$ cat config.mk
export PLATFORM = sky130hd
export DESIGN_NAME = pulse_event_counter_flat
export DESIGN_NICKNAME = d
export VERILOG_FILES = /design/src/rtl/pulse_event_counter_if.sv /design/src/rtl/pulse_event_counter.sv /design/src/flat_wrapper.sv
export SDC_FILE = /design/constraint.sdc
export NUM_CORES = 1
export LEC_CHECK = 0
export ABC_CLOCK_PERIOD_IN_PS = 9100
export CAP_MARGIN = 20
export CORE_ASPECT_RATIO = 1.2
export CORE_UTILIZATION = 61
export DETAILED_ROUTE_END_ITERATION = 12
export GPL_TIMING_DRIVEN = 0
export HOLD_SLACK_MARGIN = 0.05
export PLACE_DENSITY = 0.81
export SLEW_MARGIN = 25
export SYNTH_ARGS = -nofsm -noshare
export SYNTH_HDL_FRONTEND = slang
export SYNTH_SLANG_ARGS = --single-unit
$ cat constraint.sdc
create_clock -name clk -period 9.1 [get_ports clk]
set_input_delay 1.82 -clock clk [delete_from_list [all_inputs] [get_ports clk]]
set_output_delay 1.82 -clock clk [all_outputs]
set_load 0.01 [all_outputs]
$ cat src/rtl/pulse_event_counter_if.sv
// Control and status bundle for the multi-channel qualified pulse counter.
// slave is the counter side; master is the controlling side.
interface pulse_event_counter_if #(
    parameter int CH    = 4,
    parameter int CNT_W = 8
);
    logic                clr;
    logic                arm;
    logic [CH-1:0]       ch_en;
    logic [CH-1:0]       sense_in;
    logic                armed;
    logic [CH*CNT_W-1:0] count;
    logic [CH-1:0]       evt;
    logic [CH-1:0]       ovf;

    modport master (
        output clr, arm, ch_en, sense_in,
        input  armed, count, evt, ovf
    );

    modport slave (
        input  clr, arm, ch_en, sense_in,
        output armed, count, evt, ovf
    );
endinterface

$ cat src/rtl/pulse_event_counter.sv
// Per-channel synchronised pulse-width qualifier feeding saturating/wrapping event counters.
// Latency: count/evt update on the 3rd clk edge after sense_in is first sampled low; no backpressure.
module pulse_event_counter #(
    parameter int CH      = 4,
    parameter int CNT_W   = 8,
    parameter int LEN_W   = 31,
    parameter int MIN_LEN = 1500000,
    parameter int MAX_LEN = 0,
    parameter int SAT     = 1
) (
    input  logic                   clk,
    input  logic                   rst,
    pulse_event_counter_if.slave   bus
);

    typedef enum logic {
        ST_IDLE    = 1'b0,
        ST_MEASURE = 1'b1
    } st_t;

    localparam logic [LEN_W-1:0] LEN_MAX = '1;
    localparam logic [CNT_W-1:0] CNT_MAX = '1;

    logic [CH-1:0]    r_s0, r_s1, r_s2;
    logic [CH-1:0]    w_rise, w_act;
    logic             r_armed;

    st_t              r_state   [CH];
    st_t              w_state_nxt [CH];
    logic [LEN_W-1:0] r_len     [CH];
    logic [LEN_W-1:0] w_len_nxt [CH];
    logic [CH-1:0]    r_qual, w_qual_nxt;

    logic [CNT_W-1:0] r_count [CH];
    logic [CH-1:0]    r_evt, r_ovf;

    // Length is widened so the window compare is exact for any LEN_W vs MIN_LEN/MAX_LEN.
    function automatic logic f_qualifies(input logic [LEN_W-1:0] len);
        logic [63:0] w_l;
        w_l = 64'(len);
        return (w_l >= 64'(MIN_LEN)) && ((MAX_LEN == 0) || (w_l <= 64'(MAX_LEN)));
    endfunction

    always_ff @(posedge clk or posedge rst) begin
        if (rst) begin
            r_s0 <= '0;
            r_s1 <= '0;
            r_s2 <= '0;
        end else begin
            r_s0 <= bus.sense_in;
            r_s1 <= r_s0;
            r_s2 <= r_s1;
        end
    end

    assign w_rise = r_s1 & ~r_s2;

    always_ff @(posedge clk or posedge rst) begin
        if (rst) begin
            r_armed <= 1'b0;
        end else if (bus.arm) begin
            r_armed <= 1'b1;
        end
    end

    assign w_act = {CH{r_armed}} & bus.ch_en;

    always_ff @(posedge clk or posedge rst) begin
        if (rst) begin
            for (int i = 0; i < CH; i++) begin
                r_state[i] <= ST_IDLE;
                r_len[i]   <= '0;
            end
            r_qual <= '0;
        end else begin
            for (int i = 0; i < CH; i++) begin
                r_state[i] <= w_state_nxt[i];
                r_len[i]   <= w_len_nxt[i];
            end
            r_qual <= w_qual_nxt;
        end
    end

    // Abort on loss of act takes priority over the fall evaluation.
    always_comb begin
        w_qual_nxt = '0;
        for (int i = 0; i < CH; i++) begin
            w_state_nxt[i] = r_state[i];
            w_len_nxt[i]   = r_len[i];
            if (bus.clr) begin
                w_state_nxt[i] = ST_IDLE;
                w_len_nxt[i]   = '0;
            end else begin
                case (r_state[i])
                    ST_IDLE: begin
                        if (w_rise[i] && w_act[i]) begin
                            w_state_nxt[i] = ST_MEASURE;
                            w_len_nxt[i]   = LEN_W'(1);
                        end
                    end
                    ST_MEASURE: begin
                        if (!w_act[i]) begin
                            w_state_nxt[i] = ST_IDLE;
                            w_len_nxt[i]   = '0;
                        end else if (r_s1[i]) begin
                            if (r_len[i] != LEN_MAX) begin
                                w_len_nxt[i] = r_len[i] + LEN_W'(1);
                            end
                        end else begin
                            w_state_nxt[i] = ST_IDLE;
                            w_qual_nxt[i]  = f_qualifies(r_len[i]);
                        end
                    end
                    default: begin
                        w_state_nxt[i] = ST_IDLE;
                    end
                endcase
            end
        end
    end

    always_ff @(posedge clk or posedge rst) begin
        if (rst) begin
            for (int i = 0; i < CH; i++) begin
                r_count[i] <= '0;
            end
            r_evt <= '0;
            r_ovf <= '0;
        end else if (bus.clr) begin
            for (int i = 0; i < CH; i++) begin
                r_count[i] <= '0;
            end
            r_evt <= '0;
            r_ovf <= '0;
        end else begin
            r_evt <= r_qual;
            for (int i = 0; i < CH; i++) begin
                if (r_qual[i]) begin
                    if (r_count[i] == CNT_MAX) begin
                        r_ovf[i] <= 1'b1;
                        if (SAT == 0) begin
                            r_count[i] <= '0;
                        end
                    end else begin
                        r_count[i] <= r_count[i] + CNT_W'(1);
                    end
                end
            end
        end
    end

    for (genvar g = 0; g < CH; g++) begin : g_count_out
        assign bus.count[g*CNT_W +: CNT_W] = r_count[g];
    end

    assign bus.armed = r_armed;
    assign bus.evt   = r_evt;
    assign bus.ovf   = r_ovf;

endmodule

$ cat src/flat_wrapper.sv
// flat-port wrapper written by rule: the top's interface ports become plain ports
module pulse_event_counter_flat 
#(
    parameter int CH      = 4,
    parameter int CNT_W   = 8,
    parameter int LEN_W   = 31,
    parameter int MIN_LEN = 1500000,
    parameter int MAX_LEN = 0,
    parameter int SAT     = 1
)
  (clk, rst, bus_clr, bus_arm, bus_ch_en, bus_sense_in, bus_armed, bus_count, bus_evt, bus_ovf);
  pulse_event_counter_if #(.CH(CH), .CNT_W(CNT_W)) bus_i ();
  input  logic clk;
  input  logic rst;
  input wire logic [$bits(bus_i.clr)-1:0] bus_clr;
  input wire logic [$bits(bus_i.arm)-1:0] bus_arm;
  input wire logic [$bits(bus_i.ch_en)-1:0] bus_ch_en;
  input wire logic [$bits(bus_i.sense_in)-1:0] bus_sense_in;
  output wire logic [$bits(bus_i.armed)-1:0] bus_armed;
  output wire logic [$bits(bus_i.count)-1:0] bus_count;
  output wire logic [$bits(bus_i.evt)-1:0] bus_evt;
  output wire logic [$bits(bus_i.ovf)-1:0] bus_ovf;
  assign bus_i.clr = bus_clr;
  assign bus_i.arm = bus_arm;
  assign bus_i.ch_en = bus_ch_en;
  assign bus_i.sense_in = bus_sense_in;
  assign bus_armed = bus_i.armed;
  assign bus_count = bus_i.count;
  assign bus_evt = bus_i.evt;
  assign bus_ovf = bus_i.ovf;
  pulse_event_counter #(.CH(CH), .CNT_W(CNT_W), .LEN_W(LEN_W), .MIN_LEN(MIN_LEN), .MAX_LEN(MAX_LEN), .SAT(SAT)) u_core (.clk(clk), .rst(rst), .bus(bus_i));
endmodule
==> results_dict.tcl, run 1 <==
set metrics [dict create \
    status "finished clean" \
    skew_ns 0.01065 \
    cts_hold_buf 0 \
    cpMostUsedCell "clkbuf_1" \
    ys_ff_latch 185 \
    fp.dieW_um 119.5 \
    die-area_um2 17080 \
    period_share_pct 46.90 \
    cts_tree "built" \
    cts_buffers 17 \
    min_path_type "reg2reg" \
    cpMaxStageDelayCell "clkdlybuf4s50_1" \
    tightest_slew_ns 0.8048 \
    syn_area_um2 10100 \
    clk_root_buffer_cell "clkbuf_16" \
    max_stage_delay_ns 0.61 \
    ir_worst_vdd_mv 0.1289 \
    worst-path-buf-inv 5 \
    final_layout_size_suffix_gt1_share_pct 6.514 \
    syn2layout_area_growth_pct 14.58 \
    dpl.hpwl_um 16490 \
    powerDensity_nw_per_um2 146.8 \
    cts.repair.resized 0 \
    fin_tns_setup_ns 0 \
    clk_latency_ns 0.44 \
    synth_edf_count 0 \
    start_util_pct 62.33 \
    ctsLongestPathBuffers 2 \
    avgSynthCellArea_um2 9.217 \
    synth.distinct_cells 67 \
    arrival_ns 4.55 \
    start_kind "input port" \
    relSlewSlack_pct 45.59 \
    async_flop_share_pct 100.0 \
    portBuffers 52 \
    wl_um 23580 \
    fmax_mhz 234.3 \
    crit_fanout 10 \
    route.detailed.drc 0 \
    first_global_vias 8681 \
    grt_usage_pct 29.45 \
    h-tree-depth 4 \
    grt_max_degree 75 \
    first_iter_violations 575 \
    crit_chain "clkdlybuf4s50_1 -> buf_2 -> buf_1 -> nor3b_2 -> nor2_1 -> clkbuf_1 -> clkbuf_1 -> a21oi_1" \
    firstDrtPassIters 7 \
    fin_nets 1193 \
    report.final.setup_viol 0 \
    place_ws_ns 4.477 \
    max-cap-violations 0 \
    endpoint_kind "register" \
    clock_sinks 185 \
    path_clk_slew_ns 0.07 \
    wl_per_cell_um 16.91 \
    grt_pass1_wl_um 40990 \
    synth_nets 1120 \
    grt_overflow 0 \
    rows 51 \
    avgViaCountPerCell 6.415 \
    cts_setup_buffers 0 \
    p_leak_uw 0.004535 \
    netlist_instances 1096 \
    drtAntennaViolNets 0 \
    grt_antenna_before_repair 0 \
    vias 8943 \
    core_um2 16210 \
    diodes 0 \
    required_ns 9.39 \
    rsz0062_at_grt "false" \
    yosysWarnings 0 \
    die_height_um 143.0 \
    synth-seq-area-share_pct 45.83 \
    setup_ws_ns 4.832 \
    r2r_slack_ns 6.44 \
    critPathKind "in2reg" \
    place.gp.congestion 0.8747 \
    finalMaxSlewViolations 0 \
    crit_family "buffers and inverters" \
    io-pin-count 53 \
    hold_viol_final 0 \
    fin_crit_ns 4.268 \
    synthFlopType "dfrtp_1" \
]
==> synth_stat cells, drive strengths merged, types with 16 or more instances <==
cell type | number | area [µm²]
a31oi | 17 | 106.4
clkbuf | 24 | 90.09
inv | 29 | 108.9
nand4 | 33 | 206.5
and3 | 24 | 150.1
and4 | 21 | 183.9
nor4 | 19 | 152.7
xor2 | 17 | 148.9
nand3 | 66 | 335.3
buf | 16 | 101.3
or4 | 49 | 375.4
o31ai | 48 | 370.3
nor2 | 92 | 345.3
dfrtp | 185 | 4629
a21oi | 77 | 385.4
nor3 | 23 | 120.1
nand2 | 108 | 405.4
o21ai | 66 | 330.3
or3 | 26 | 162.7
==> cells in the final DEF, fill, tap and decap left out, types with 22 or more instances in the layout <==
cell type,netlist,routed
a21oi_1,77,77
nor3_1,22,22
nor2_1,92,92
dfrtp_1,185,185
or3_1,26,26
o31ai_1,46,46
clkdlybuf4s50_1,0,52
nand4_1,33,33
nand3_1,65,65
or4_1,47,47
and3_1,24,24
nand2_1,108,108
o21ai_0,65,65
inv_1,29,28
clkbuf_1,24,24
==> final cells by class <==
class	instances	area (µm²)
plain buffers	40	191.4
clock buffers	21	480.5
clock inverters	11	143.9
fillers	1244	4633
inverters	29	116.4
multi-input cells	842	5172
flip-flops and latches	185	4629
well taps	212	265.3
repair buffers	54	575.6
==> final timing paths <==
| check | from | end | depth (start not counted) |
|---|---|---|---|
| worst min register to register | u_core.r_s0[2]$_DFF_PP0_ | u_core.r_s1[2]$_DFF_PP0_ | 0 |
| worst max-delay path | bus_clr | u_core.r_len[116]$_DFFE_PP0P_ | 8 |
| max in group asynchronous | rst | u_core.r_len[71]$_DFFE_PP0P_ | 4 |
| worst max register to register | u_core.bus.armed$_DFFE_PP0P_ | u_core.r_len[54]$_DFFE_PP0P_ | 8 |
| worst min-delay path | u_core.r_s0[2]$_DFF_PP0_ | u_core.r_s1[2]$_DFF_PP0_ | 0 |
| min in group asynchronous | rst | u_core.bus.count[14]$_DFFE_PP0P_ | 2 |
==> where the power goes <==
| group | total, µW | switching (µW) | internal [µW] |
|---|---|---|---|
| Clock | 779 | 319 | 460 |
| Combinational | 85.2 | 62.3 | 22.8 |
| Sequential | 835 | 6.62 | 828 |
| Total | 1700 | 388 | 1310 |
==> cell families after synthesis <==
family,synth area share (%)
simple gates,28.55
compound gates,17.48
flops,45.83
buf+inv,2.972
xor+xnor,2.601
fa+ha+maj,1.486
mux,1.090
==> per-layer routing <==
layer | wire, µm | vias up | track usage (%)
met5 | 0 | - | 0
met4 | 425 | 0 | 10.86
met3 | 962 | 36 | 4.034
met2 | 11590 | 257 | 50.08
met1 | 10600 | 4346 | 38.39
li1 | - | 4304 | -
==> sequential cells by signal (all words and copies together) (netlist names) <==
name,flops
u_core.bus.armed,1
u_core.r_s2,4
u_core.bus.ovf,4
u_core.r_state,4
u_core.r_s1,4
u_core.r_len,124
u_core.bus.evt,4
u_core.bus.count,32
u_core.r_qual,4
u_core.r_s0,4
==> per-stage QoR <==
step / cells / hold slack (ns) / instance area, µm² / total power, µW / util [%]
6_report: 1394 / 0.3476 / 11570 / 1699 / 71.41
5_1_grt: 1394 / 0.3637 / 11570 / 1756 / 71.41
4_1_cts: 1394 / 0.3502 / 11570 / 1710 / 71.41
3_5_place_dp: 1362 / 0.3347 / 10950 / 936.4 / 67.56
3_3_place_gp: 1360 / 0.3322 / 10890 / 931.3 / 67.18
2_1_floorplan: 1096 / 0.3312 / 10100 / 902.9 / -
Note: power is estimated with default switching activity, not from simulation.
==> run 2, diff against run 1 <==
- ABC_CLOCK_PERIOD_IN_PS: 9100 -> 3740
- CORE_UTILIZATION: 61 -> 55
- PLACE_DENSITY: 0.81 -> 0.77
- clock period: 9.1 -> 3.74 ns (I/O delays scaled with it)
==> results_dict.tcl, run 2 (same netlist as run 1, synthesis figures left out) <==
set metrics [dict create \
    status "finished clean" \
    largest_reg_flops 124 \
    ir_worst_vdd_mv 0.3110 \
    wl_met2_um 11890 \
    rows 53 \
    endpoint_kind "register" \
    cts_tree "built" \
    die_height_um 150.5 \
    h-tree-depth 4 \
    period_share_pct 86.30 \
    drtAntennaViolNets 0 \
    p_switching_uw 999.0 \
    io-pin-count 53 \
    relSlewSlack_pct 51.90 \
    start_kind "input port" \
    fmax_mhz 309.8 \
    max-cap-violations 0 \
    largest_register "u_core.r_len" \
    first_global_vias 8448 \
    powerDensity_nw_per_um2 350.7 \
    cpMaxStageDelayCell "clkdlybuf4s50_1" \
    rsz0062_at_grt "false" \
    cpMostUsedCell "clkbuf_1" \
    crit_chain "clkdlybuf4s50_1 -> buf_2 -> buf_1 -> nor3b_2 -> nor2_1 -> clkbuf_1 -> clkbuf_1 -> a21oi_1" \
    cts_buffers 17 \
    crit_fanout 10 \
    core_um2 17770 \
    fp.dieW_um 125.7 \
    power_frac_comb_pct 5.3 \
    firstDrtPassIters 5 \
    met3_length_um 937 \
    avgViaCountPerCell 6.375 \
    tightest_slew_ns 0.7115 \
    dp.cells 1374 \
    p_int_uw 3077 \
    final_common_cell "dfrtp_1" \
    fin_crit_ns 3.228 \
    hold_viol_final 0 \
    fin_nets 1197 \
    route.detailed.drc 0 \
    vias 8963 \
    grt_max_degree 33 \
    grt_antenna_before_repair 0 \
    max_stage_delay_ns 0.62 \
    p_sw_share_pct 24.51 \
    cts.repair.resized 0 \
    required_ns 4.04 \
    pwr-share-seq_pct 49.8 \
    report.final.setup_viol 0 \
    arrival_ns 3.53 \
    clock_sinks 185 \
    grt_overflow 0 \
    wl_met1_um 10430 \
    wl_um 23690 \
    finalMaxSlewViolations 0 \
    p_clk_share_pct 44.9 \
    critPathKind "in2reg" \
    grt_usage_pct 25.90 \
    cts_setup_buffers 0 \
    routed.top_layer "met4" \
    min_path_type "reg2reg" \
    clk_latency_ns 0.44 \
    grt_pass1_wl_um 40010 \
    start_util_pct 56.84 \
    stdcell_count 1406 \
    p_leak_uw 0.004548 \
    wl_per_cell_um 16.85 \
    portBuffers 52 \
    die-area_um2 18920 \
    syn2layout_area_growth_pct 15.04 \
    final_layout_size_suffix_gt1_share_pct 6.830 \
    ctsLongestPathBuffers 2 \
    first_iter_violations 546 \
    place.gp.congestion 0.8979 \
    skew_ns 0.008027 \
    path_clk_slew_ns 0.07 \
    finish.utilization_pct 65.39 \
    cts_hold_buf 0 \
    clk_root_buffer_cell "clkbuf_16" \
    diodes 0 \
    final_cell_mix "dfrtp_1, nand2_1, nor2_1" \
    dpl.hpwl_um 16710 \
]
-- run 2: changes by cell type in the layout (fill, tap and decap cells not counted), sizes merged --
cell    change
buf         +4
bufinv      -1
inv         +5
clkbuf      -4
-- run 2: final timing paths --
kind,startpoint,to,slack [ns],cells after the start
worst max-delay path,bus_clr,u_core.r_len[118]$_DFFE_PP0P_,0.51,8
worst min-delay path,u_core.r_s0[3]$_DFF_PP0_,u_core.r_s1[3]$_DFF_PP0_,0.35,0
worst max register to register,u_core.bus.armed$_DFFE_PP0P_,u_core.r_len[102]$_DFFE_PP0P_,1.06,8
worst min register to register,u_core.r_s0[3]$_DFF_PP0_,u_core.r_s1[3]$_DFF_PP0_,0.35,0
max in group asynchronous,rst,u_core.bus.count[16]$_DFFE_PP0P_,2.26,4
min in group asynchronous,rst,u_core.r_s0[0]$_DFF_PP0_,0.71,2
-- run 2: power groups by stage --
stage	registers (µW)	clock network, µW	logic, µW
floorplan	2060	0	133
global placement	2070	0	199
detailed placement	2070	0	219
CTS	2030	1870	220
global route	2030	1930	240
finish	2030	1830	216
-- run 2: cell type report --
cell class	instances	area (µm²)
plain buffers	40	191.4
clock inverters	15	166.4
well taps	220	275.3
fillers	1471	6151
multi-input cells	842	5172
flip-flops and latches	185	4629
clock buffers	17	425.4
inverters	29	112.6
repair buffers	58	648.1
-- run 2: critical path: cells and delay by family --
kind	cells	cell delay [ns]
buf+inv	5	2.27
simple gates	2	0.42
compound gates	1	0.09
-- run 2: per-stage QoR --
step | total power (µW) | TNS (ns) | cell area, µm² | hold slack [ns] | worst slack, ns
5_1_grt | 4205 | 0 | 11620 | 0.3616 | 0.3704
4_1_cts | 4115 | 0 | 11620 | 0.3505 | 0.5359
3_5_place_dp | 2287 | 0 | 11030 | 0.3347 | 0.06435
2_1_floorplan | 2197 | 0 | 10110 | 0.3312 | 0.6135
3_3_place_gp | 2268 | -163.92 | 10900 | 0.3325 | -0.9014
6_report | 4076 | 0 | 11620 | 0.3494 | 0.5125
-- run 2: metal layers --
metal	vias up	global-route usage, %
met5	-	0
met4	0	10.18
met3	41	3.447
met2	234	45.22
met1	4383	32.67
li1	4305	-
==> run 3, diff against run 2 <==
- ABC_CLOCK_PERIOD_IN_PS: 3740 -> 4070
- CORE_UTILIZATION: 55 -> 65
- PLACE_DENSITY: 0.77 -> 0.85
- clock period: 3.74 -> 4.07 ns (I/O delays scaled with it)
==> results_dict.tcl, run 3 (same netlist as run 1, synthesis figures left out) <==
set metrics [dict create \
    cpMaxStageDelayCell "clkdlybuf4s50_1" \
    crit_fanout 10 \
    setup_ws_ns 0.7704 \
    hold_ws_ns 0.3483 \
    rsz0062_at_grt "false" \
    met3_usage_pct 5.682 \
    drtAntennaViolNets 0 \
    final_common_cell "dfrtp_1" \
    final_cell_mix "dfrtp_1, nand2_1, nor2_1" \
    largest_reg_flops 124 \
    cts_tree "built" \
    grt_use_met1_pct 41.32 \
    core_um2 15080 \
    finalMaxSlewViolations 0 \
    endpoint_kind "register" \
    hold_viol_final 0 \
    report.final.setup_viol 0 \
    fp.dieW_um 115.8 \
    arrival_ns 3.60 \
    tightest_slew_ns 0.7553 \
    die-area_um2 16050 \
    grt_pass1_wl_um 40320 \
    cts_setup_buffers 0 \
    cts_hold_buf 0 \
    grt_overflow 0 \
    vias 8959 \
    firstDrtPassIters 5 \
    die_height_um 138.6 \
    wl_um 23750 \
    fmax_mhz 303.1 \
    busiest_layer "met2" \
    multi_input_area_um2 5172 \
    wl_per_cell_um 17.10 \
    start_util_pct 66.98 \
    relSlewSlack_pct 49.26 \
    first_iter_violations 649 \
    skew_ns 0.008553 \
    h-tree-depth 4 \
    io-pin-count 53 \
    ctsLongestPathBuffers 2 \
    final-seq-area_um2 4629 \
    route.detailed.drc 0 \
    final_layout_size_suffix_gt1_share_pct 6.751 \
    crit_chain "clkdlybuf4s50_1 -> buf_2 -> buf_1 -> nor3b_2 -> nor2_1 -> clkbuf_1 -> clkbuf_1 -> a21oi_1" \
    fin_crit_ns 3.300 \
    place.gp.congestion 0.9156 \
    place_ws_ns 0.4100 \
    powerDensity_nw_per_um2 339.4 \
    critPathKind "in2reg" \
    grt_usage_pct 31.12 \
    largest_register "u_core.r_len" \
    grt_max_degree 32 \
    nFillCells 996 \
    max_stage_delay_ns 0.63 \
    p_leak_uw 0.004588 \
    cts_buffers 17 \
    clk_latency_ns 0.44 \
    avgViaCountPerCell 6.450 \
    max-cap-violations 0 \
    met2_usage_pct 51.79 \
    clk_root_buffer_cell "clkbuf_16" \
    clock_sinks 185 \
    dpl.hpwl_um 16680 \
    period_share_pct 81.07 \
    syn2layout_area_growth_pct 15.66 \
    diodes 0 \
    ir_worst_vdd_mv 0.3044 \
    portBuffers 52 \
    start_kind "input port" \
    first_global_vias 8513 \
    status "finished clean" \
    min_path_type "reg2reg" \
    path_clk_slew_ns 0.07 \
    fin_tns_setup_ns 0 \
    rows 49 \
    grt_antenna_before_repair 1 \
    cpMostUsedCell "clkbuf_1" \
    required_ns 4.37 \
    fin_nets 1197 \
    cts.repair.resized 0 \
]
## run 3: cell count changes in the layout (fill, tap and decap cells not counted), sizes merged
cell	change
clkbuf	+2
inv	-6
bufinv	+4
clkinv	-1
## run 3: layer usage
layer / routed length, µm / vias to the layer above
li1: - / 4299
met1: 10370 / 4354
met2: 11840 / 267
met3: 1196 / 37
met4: 328 / 2
met5: 13 / -
## run 3: metrics by stage
step / power [µW] / instances / util, % / instance area (µm²)
global route: 4068 / 1389 / 77.47 / 11680
floorplan: 2019 / 1096 / - / 10110
detailed placement: 2101 / 1358 / 73.00 / 11010
finish: 3966 / 1389 / 77.47 / 11680
CTS: 3973 / 1389 / 77.47 / 11680
global placement: 2082 / 1352 / 72.15 / 10880
## run 3: cell type report
class / count / share of cell area (%)
Sequential cell: 185 / 39.62
Buffer: 40 / 1.638
Clock buffer: 19 / 3.877
Multi-Input combinational cell: 842 / 44.27
Clock inverter: 12 / 1.895
Tap cell: 204 / 2.185
Inverter: 29 / 0.9638
Timing Repair Buffer: 58 / 5.547
## run 3: power breakdown
part	internal (µW)	leakage [µW]	switching, µW	total [µW]
clock	1180	0.000321	720	1900
sequential	1850	0.00254	15.3	1870
combinational	58.0	0.00172	141	199
total	3090	0.00459	876	3970
## run 3: final timing paths
kind | startpoint | cells past startpoint | slack [ns] | end
worst max-delay path | bus_clr | 8 | 0.77 | u_core.r_len[120]$_DFFE_PP0P_
worst min-delay path | u_core.r_s0[3]$_DFF_PP0_ | 0 | 0.35 | u_core.r_s1[3]$_DFF_PP0_
worst max register to register | u_core.bus.armed$_DFFE_PP0P_ | 8 | 1.33 | u_core.r_len[38]$_DFFE_PP0P_
worst min register to register | u_core.r_s0[3]$_DFF_PP0_ | 0 | 0.35 | u_core.r_s1[3]$_DFF_PP0_
max in group asynchronous | rst | 5 | 2.35 | u_core.r_len[85]$_DFFE_PP0P_
min in group asynchronous | rst | 2 | 0.75 | u_core.r_s0[0]$_DFF_PP0_
## run 3: critical path, delay by kind of cell
kind	cells	cell delay [ns]
buffers and inverters	5	2.25
and+or+nand+nor	2	0.42
AOI/OAI and AO/OA	1	0.10
